### src/rtl/cache_pkg.sv
// Shared constants and FSM encoding for the MEM-stage data cache.
// Default geometry: 4-word lines, 8 sets, 25-bit tags.
package cache_pkg;

    localparam int BYTE_ADDR_LEN     = 2;
    localparam int DEF_LINE_ADDR_LEN = 2;
    localparam int DEF_SET_ADDR_LEN  = 3;
    localparam int DEF_TAG_ADDR_LEN  = 32 - BYTE_ADDR_LEN - DEF_LINE_ADDR_LEN - DEF_SET_ADDR_LEN;

    typedef logic [1:0] fsm_state_t;

    localparam fsm_state_t ST_IDLE      = 2'd0;
    localparam fsm_state_t ST_WRITEBACK = 2'd1;
    localparam fsm_state_t ST_FILL      = 2'd2;
    localparam fsm_state_t ST_INSTALL   = 2'd3;

    function automatic int line_width(input int line_addr_len);
        return 32 << line_addr_len;
    endfunction

endpackage

### src/rtl/dcache_line_array.sv
// Valid/dirty/tag/data storage for a direct-mapped cache.
// Combinational read port, byte-enabled word write and whole-line install.
module dcache_line_array
    import cache_pkg::*;
#(
    parameter int LINE_ADDR_LEN = DEF_LINE_ADDR_LEN,
    parameter int SET_ADDR_LEN  = DEF_SET_ADDR_LEN,
    parameter int TAG_ADDR_LEN  = DEF_TAG_ADDR_LEN
)(
    input  logic                                clk,
    input  logic                                rst_n,
    input  logic [SET_ADDR_LEN-1:0]             rd_set_i,
    output logic                                rd_valid_o,
    output logic                                rd_dirty_o,
    output logic [TAG_ADDR_LEN-1:0]             rd_tag_o,
    output logic [(32<<LINE_ADDR_LEN)-1:0]      rd_line_o,
    input  logic                                wr_en_i,
    input  logic [SET_ADDR_LEN-1:0]             wr_set_i,
    input  logic [LINE_ADDR_LEN-1:0]            wr_word_i,
    input  logic [31:0]                         wr_data_i,
    input  logic [3:0]                          wr_be_i,
    input  logic                                inst_en_i,
    input  logic [SET_ADDR_LEN-1:0]             inst_set_i,
    input  logic [TAG_ADDR_LEN-1:0]             inst_tag_i,
    input  logic [(32<<LINE_ADDR_LEN)-1:0]      inst_line_i
);

    localparam int NUM_SETS   = 1 << SET_ADDR_LEN;
    localparam int LINE_WIDTH = line_width(LINE_ADDR_LEN);

    logic [NUM_SETS-1:0]     valid_q;
    logic [NUM_SETS-1:0]     dirty_q;
    logic [TAG_ADDR_LEN-1:0] tag_q  [NUM_SETS];
    logic [LINE_WIDTH-1:0]   data_q [NUM_SETS];

    assign rd_valid_o = valid_q[rd_set_i];
    assign rd_dirty_o = dirty_q[rd_set_i];
    assign rd_tag_o   = tag_q[rd_set_i];
    assign rd_line_o  = data_q[rd_set_i];

    always_ff @(posedge clk or negedge rst_n) begin
        if (!rst_n) begin
            valid_q <= '0;
            dirty_q <= '0;
        end else if (inst_en_i) begin
            valid_q[inst_set_i] <= 1'b1;
            dirty_q[inst_set_i] <= 1'b0;
        end else if (wr_en_i) begin
            dirty_q[wr_set_i] <= 1'b1;
        end
    end

    // Tag and data contents are meaningless until valid is set, so no reset here.
    always_ff @(posedge clk) begin
        if (inst_en_i) begin
            tag_q[inst_set_i]  <= inst_tag_i;
            data_q[inst_set_i] <= inst_line_i;
        end else if (wr_en_i) begin
            for (int b = 0; b < 4; b++) begin
                if (wr_be_i[b]) begin
                    data_q[wr_set_i][(int'(wr_word_i) * 32) + (b * 8) +: 8] <= wr_data_i[b*8 +: 8];
                end
            end
        end
    end

endmodule

### src/rtl/dcache_miss_ctrl.sv
// Direct-mapped write-back/write-allocate D-cache for the MEM stage:
// same-cycle hits, and a writeback/fill/install FSM that stalls the pipeline on a miss.
module dcache_miss_ctrl
    import cache_pkg::*;
#(
    parameter int  LINE_ADDR_LEN = DEF_LINE_ADDR_LEN,
    parameter int  SET_ADDR_LEN  = DEF_SET_ADDR_LEN,
    localparam int TAG_ADDR_LEN  = 32 - BYTE_ADDR_LEN - LINE_ADDR_LEN - SET_ADDR_LEN
)(
    input  logic                            clk,
    input  logic                            rst_n,
    input  logic                            RdReq,
    input  logic                            WrReq,
    input  logic [31:0]                     Addr,
    input  logic [31:0]                     WrData,
    input  logic [3:0]                      WrBe,
    output logic [31:0]                     RdData,
    output logic                            DCacheMiss,
    output logic                            MemRdReq,
    output logic                            MemWrReq,
    output logic [31:0]                     MemAddr,
    output logic [(32<<LINE_ADDR_LEN)-1:0]  MemWrLine,
    input  logic [(32<<LINE_ADDR_LEN)-1:0]  MemRdLine,
    input  logic                            MemGnt,
    output logic [31:0]                     HitCount,
    output logic [31:0]                     MissCount
);

    localparam int LINE_WIDTH = line_width(LINE_ADDR_LEN);
    localparam int WORDS      = 1 << LINE_ADDR_LEN;
    localparam int OFFS_LEN   = BYTE_ADDR_LEN + LINE_ADDR_LEN;

    fsm_state_t              state_q, state_d;
    logic [TAG_ADDR_LEN-1:0] miss_tag_q, miss_tag_d;
    logic [SET_ADDR_LEN-1:0] miss_set_q, miss_set_d;
    logic [LINE_WIDTH-1:0]   fill_line_q, fill_line_d;
    logic [31:0]             hit_count_q, hit_count_d;
    logic [31:0]             miss_count_q, miss_count_d;

    logic                     req, in_idle, hit, miss_start;
    logic [TAG_ADDR_LEN-1:0]  req_tag;
    logic [SET_ADDR_LEN-1:0]  req_set, arr_set;
    logic [LINE_ADDR_LEN-1:0] req_word;
    logic                     arr_valid, arr_dirty;
    logic [TAG_ADDR_LEN-1:0]  arr_tag;
    logic [LINE_WIDTH-1:0]    arr_line;
    logic [31:0]              line_words [WORDS];
    logic                     unused_byte_bits;

    assign req_tag          = Addr[31 -: TAG_ADDR_LEN];
    assign req_set          = Addr[OFFS_LEN +: SET_ADDR_LEN];
    assign req_word         = Addr[BYTE_ADDR_LEN +: LINE_ADDR_LEN];
    assign unused_byte_bits = ^Addr[BYTE_ADDR_LEN-1:0];

    assign req     = RdReq || WrReq;
    assign in_idle = (state_q == ST_IDLE);
    // Outside IDLE the array is addressed by the latched miss set, so the victim stays visible.
    assign arr_set = in_idle ? req_set : miss_set_q;

    dcache_line_array #(
        .LINE_ADDR_LEN (LINE_ADDR_LEN),
        .SET_ADDR_LEN  (SET_ADDR_LEN),
        .TAG_ADDR_LEN  (TAG_ADDR_LEN)
    ) u_array (
        .clk         (clk),
        .rst_n       (rst_n),
        .rd_set_i    (arr_set),
        .rd_valid_o  (arr_valid),
        .rd_dirty_o  (arr_dirty),
        .rd_tag_o    (arr_tag),
        .rd_line_o   (arr_line),
        .wr_en_i     (hit && WrReq),
        .wr_set_i    (req_set),
        .wr_word_i   (req_word),
        .wr_data_i   (WrData),
        .wr_be_i     (WrBe),
        .inst_en_i   (state_q == ST_INSTALL),
        .inst_set_i  (miss_set_q),
        .inst_tag_i  (miss_tag_q),
        .inst_line_i (fill_line_q)
    );

    for (genvar gi = 0; gi < WORDS; gi++) begin : g_word
        assign line_words[gi] = arr_line[gi*32 +: 32];
    end

    assign hit        = req && in_idle && arr_valid && (arr_tag == req_tag);
    assign miss_start = req && in_idle && !hit;

    // Simultaneous read+write is handled as a store, so no load data is returned for it.
    assign RdData     = (rst_n && hit && !WrReq) ? line_words[req_word] : 32'd0;
    assign DCacheMiss = rst_n && ((req && !hit) || !in_idle);

    assign MemWrReq  = (state_q == ST_WRITEBACK);
    assign MemRdReq  = (state_q == ST_FILL);
    assign MemWrLine = MemWrReq ? arr_line : '0;

    always_comb begin
        MemAddr = 32'd0;
        if (MemWrReq) begin
            MemAddr = {arr_tag, miss_set_q, {OFFS_LEN{1'b0}}};
        end else if (MemRdReq) begin
            MemAddr = {miss_tag_q, miss_set_q, {OFFS_LEN{1'b0}}};
        end
    end

    always_comb begin
        state_d     = state_q;
        miss_tag_d  = miss_tag_q;
        miss_set_d  = miss_set_q;
        fill_line_d = fill_line_q;
        case (state_q)
            ST_IDLE: begin
                if (miss_start) begin
                    miss_tag_d = req_tag;
                    miss_set_d = req_set;
                    state_d    = (arr_valid && arr_dirty) ? ST_WRITEBACK : ST_FILL;
                end
            end
            ST_WRITEBACK: begin
                if (MemGnt) begin
                    state_d = ST_FILL;
                end
            end
            ST_FILL: begin
                if (MemGnt) begin
                    fill_line_d = MemRdLine;
                    state_d     = ST_INSTALL;
                end
            end
            default: begin
                state_d = ST_IDLE;
            end
        endcase
    end

    assign hit_count_d  = hit_count_q + (hit ? 32'd1 : 32'd0);
    assign miss_count_d = miss_count_q + (miss_start ? 32'd1 : 32'd0);

    always_ff @(posedge clk or negedge rst_n) begin
        if (!rst_n) begin
            state_q      <= ST_IDLE;
            miss_tag_q   <= '0;
            miss_set_q   <= '0;
            fill_line_q  <= '0;
            hit_count_q  <= '0;
            miss_count_q <= '0;
        end else begin
            state_q      <= state_d;
            miss_tag_q   <= miss_tag_d;
            miss_set_q   <= miss_set_d;
            fill_line_q  <= fill_line_d;
            hit_count_q  <= hit_count_d;
            miss_count_q <= miss_count_d;
        end
    end

    assign HitCount  = hit_count_q;
    assign MissCount = miss_count_q;

endmodule

### config.mk
export PLATFORM = sky130hd
export DESIGN_NAME = dcache_miss_ctrl
export DESIGN_NICKNAME = d
export VERILOG_FILES = /design/src/rtl/cache_pkg.sv /design/src/rtl/dcache_line_array.sv /design/src/rtl/dcache_miss_ctrl.sv
export SDC_FILE = /design/constraint.sdc
export NUM_CORES = 2
export LEC_CHECK = 0
export CAP_MARGIN = 20
export CORE_MARGIN = 2
export CORE_UTILIZATION = 35
export DETAILED_ROUTE_END_ITERATION = 8
export GPL_ROUTABILITY_DRIVEN = 0
export PLACE_DENSITY = 0.5
export SLEW_MARGIN = 20
export SYNTH_ARGS = -nofsm -noshare
export SYNTH_HDL_FRONTEND = slang
export SYNTH_HIERARCHICAL = 1
export SYNTH_SLANG_ARGS = --single-unit
### constraint.sdc
create_clock -name clk -period 9.9 [get_ports clk]
set_clock_uncertainty 0.2 [all_clocks]
set_input_delay 2.97 -clock clk [delete_from_list [all_inputs] [get_ports clk]]
set_output_delay 2.97 -clock clk [all_outputs]
set_load 0.05 [all_outputs]
==> results.md <==
* Status: finished clean
* Library cells used by synthesis at 52
* Main synth FF type: edfxtp_1
* Post-CTS Setup Bufs at 0
* Hold buffer count at cts at 0
* Boundary Pins at 460
* Most used cell, CP: buf_12
* CTS tree: built
* Max-slew headroom at 26.7%
* Final WL at 190000 um
* Worst Path Max Fanout at 32
* Max IR drop VDD at 0.000220 V
* Top-area cell type share of the netlist area at about three fifths
* Largest net degree at the start of global routing at 95
* Slew Limit Fails at 0
* CP delay by family, top: multiplexers
* I/O Buffers at 453
* Fin nets at 4073
* Top-count cell post-synth: edfxtp_1
* Die H at about 420 um
* GR Layer Usage met3 at 3.12%
* DR pass1 iterations at 7
* Post-synth EDFFs at around 1200
* Tightest Hold Check Type: flop to flop
* CP arrival at between 6 and 7 ns
* Critical path's slowest cell: mux4_2
* Synth Instances at 3166
* CTS Buffer Depth at 3
* Mean area per synthesized cell at 19.1 um2
* Synth warnings at 6
* DR vias/cell at 5.23
* CTS root buf: clkbuf_16
* First-pass GRT wire length at around 260000 um
* Met1 Usage GRT at 27.6%
* Async SR Flop Fraction at 16.3%
* Congestion Overflow GR at 0
* FMAX at 103 MHz
* Pwr Density at around 330 nW/um2
* Worst skew pair latency at 0.80 ns
* Minimum clock period at 9.73 ns
* Final period util at ~98%
* Chip Width at 420 um
* Fin. Hold Viols at 0
* Num Clock Sinks at 1462
* CP endpoint kind: output pin
* Critical Path RT at 6.73 ns
* Rows at 152
* Slew @ Worst Pin at 1.09 ns
* Setup violations, final at 0
* Cell Area, Synth at 60600 um2
* Via count at 33000
* Leakage at 26.1 nW
* Total track usage at a little over a fifth
* CORE AREA at 172000 um2
* Post-synth top area cell: edfxtp_1
* R2r setup slk at ~3.3 ns
* CTS Buf Count at ~160
* CTS-repair resized insts at 0
* DR DRC count at 0
* Crit path cell chain: clkdlybuf4s50_1, mux2_8, buf_12, mux4_2, mux2_2, xnor2_1, nand4_1, nor4b_4, nand4b_1, buf_12, nor2b_1, buf_12
* H-tree levels at 4
* Initial antenna violation count at 15
* Average wire per cell in the routed design at about 30 um
* Seq/Total Area, Yosys at 70.5%
* Worst path buffer plus inverter count at 4
* Grt peak-use layer: met2
* Post-DRT Antenna Nets at 0
* Synth top cells by count: 1224 x edfxtp_1, 342 x mux4_2, 307 x mux2_2
* Synth top area cells: edfxtp_1 61%, mux4_2 13%, dfrtp_1 9.8%
* Iter 0 DRT Violations at 2737
* Crit Path Class: input port to output pin
* Flops & latches, synth at 1462
* Hold slack at between 0.2 and 0.3 ns
* CP Launch Type: input port
* Setup_tns at 0 ns
* Worst-path clk slew at about 0.060 ns
* DIE AREA at 177000 um2
* Initial Util at 35.3%
* DP HPWL at 129000 um
* Layout cells sized above 1 at 33.5%
* # fillers at 15300
* Grt met2 use at ~37%
* Layout area overhead at 23.3%
* CP max stage delay at 0.51 ns
* Max cap viols at 0
* Vias in the first global route at roughly 34000
==> area by class of cell <==
class / instances / area (um2) / area share [%]
flip-flops and latches: 1462 / 42700 / 57.1
clock inverters: 77 / 888 / 1.19
inverters: 57 / 214 / 0.286
multi-input cells: 1463 / 16900 / 22.6
well taps: 2310 / 2890 / 3.87
clock buffers: 223 / 4450 / 5.95
repair buffers: 713 / 6700 / 8.96
diodes: 3 / 7.51 / 0.0100
==> through the flow <==
step	total power [mW]	utilization (%)	area, um2	setup slack [ns]	cells
2_1_floorplan	15.0	-	60600	0.409	3169
3_3_place_gp	19.2	40.4	69400	0.157	6004
3_5_place_dp	19.2	40.4	69400	0.128	6005
4_1_cts	25.3	43.5	74700	0.109	6305
5_1_grt	26.0	43.5	74800	-0.00242	6306
6_report	24.9	43.5	74800	0.170	6308
==> layer usage <==
metal | vias to the layer above | share of wire [%]
li1 | 14100 | -
met1 | 17600 | 41
met2 | 978 | 51
met3 | 265 | 4.7
met4 | 0 | 3.3
met5 | - | 0
==> cell usage in the layout (no fill, tap or decap), types with 36 or more instances in the layout <==
master | synthesis | final
a22o_1 | 121 | 121
clkbuf_1 | 94 | 47
nand2_1 | 70 | 69
dfrtp_1 | 238 | 238
mux4_2 | 342 | 342
xnor2_1 | 66 | 64
nor2b_1 | 39 | 36
and2_1 | 130 | 130
o21ai_0 | 130 | 129
buf_4 | 4 | 372
inv_1 | 57 | 57
clkbuf_16 | 0 | 164
mux2_2 | 307 | 304
clkdlybuf4s50_1 | 0 | 289
edfxtp_1 | 1224 | 1224
buf_12 | 0 | 49
==> registers in the layout, summed over array words and instances, names as in the netlist <==
register and count:
HitCount 32, MissCount 32, fill_line_q 128, miss_set_q 3, miss_tag_q 25, state_q 2
u_array/data_q 1024, u_array/dirty_q 8, u_array/tag_q 200, u_array/valid_q 8
==> power breakdown <==
part	internal [mW]	switching (mW)
Clock	3.53	2.49
Sequential	8.35	0.491
Combinational	4.16	5.92
Total	16.0	8.90
==> worst paths after layout <==
kind                               startpoint                      to  cells past startpoint
setup / recovery                      Addr[4]              RdData[12]                     12
hold / removal             u_array/valid_q[7]      u_array/valid_q[7]                      1
setup reg to reg                   state_q[1]  u_array/data_q[1][113]                     15
hold reg to reg            u_array/valid_q[7]      u_array/valid_q[7]                      1
max in group asynchronous               rst_n        fill_line_q[108]                      3
min in group asynchronous               rst_n           miss_tag_q[5]                      1
==> cells by family after synthesis <==
logic type               share of synthesized area (%)
buffers and inverters                             1.84
XOR/XNOR                                          1.23
multiplexers                                      19.2
AO/OA/AOI/OAI                                     3.16
flip-flops                                        70.5
other                                          0.00619
adder cells (fa/ha/maj)                          0.289
AND/OR/NAND/NOR                                   3.87
No activity file was read; power rests on OpenSTA's default activity.
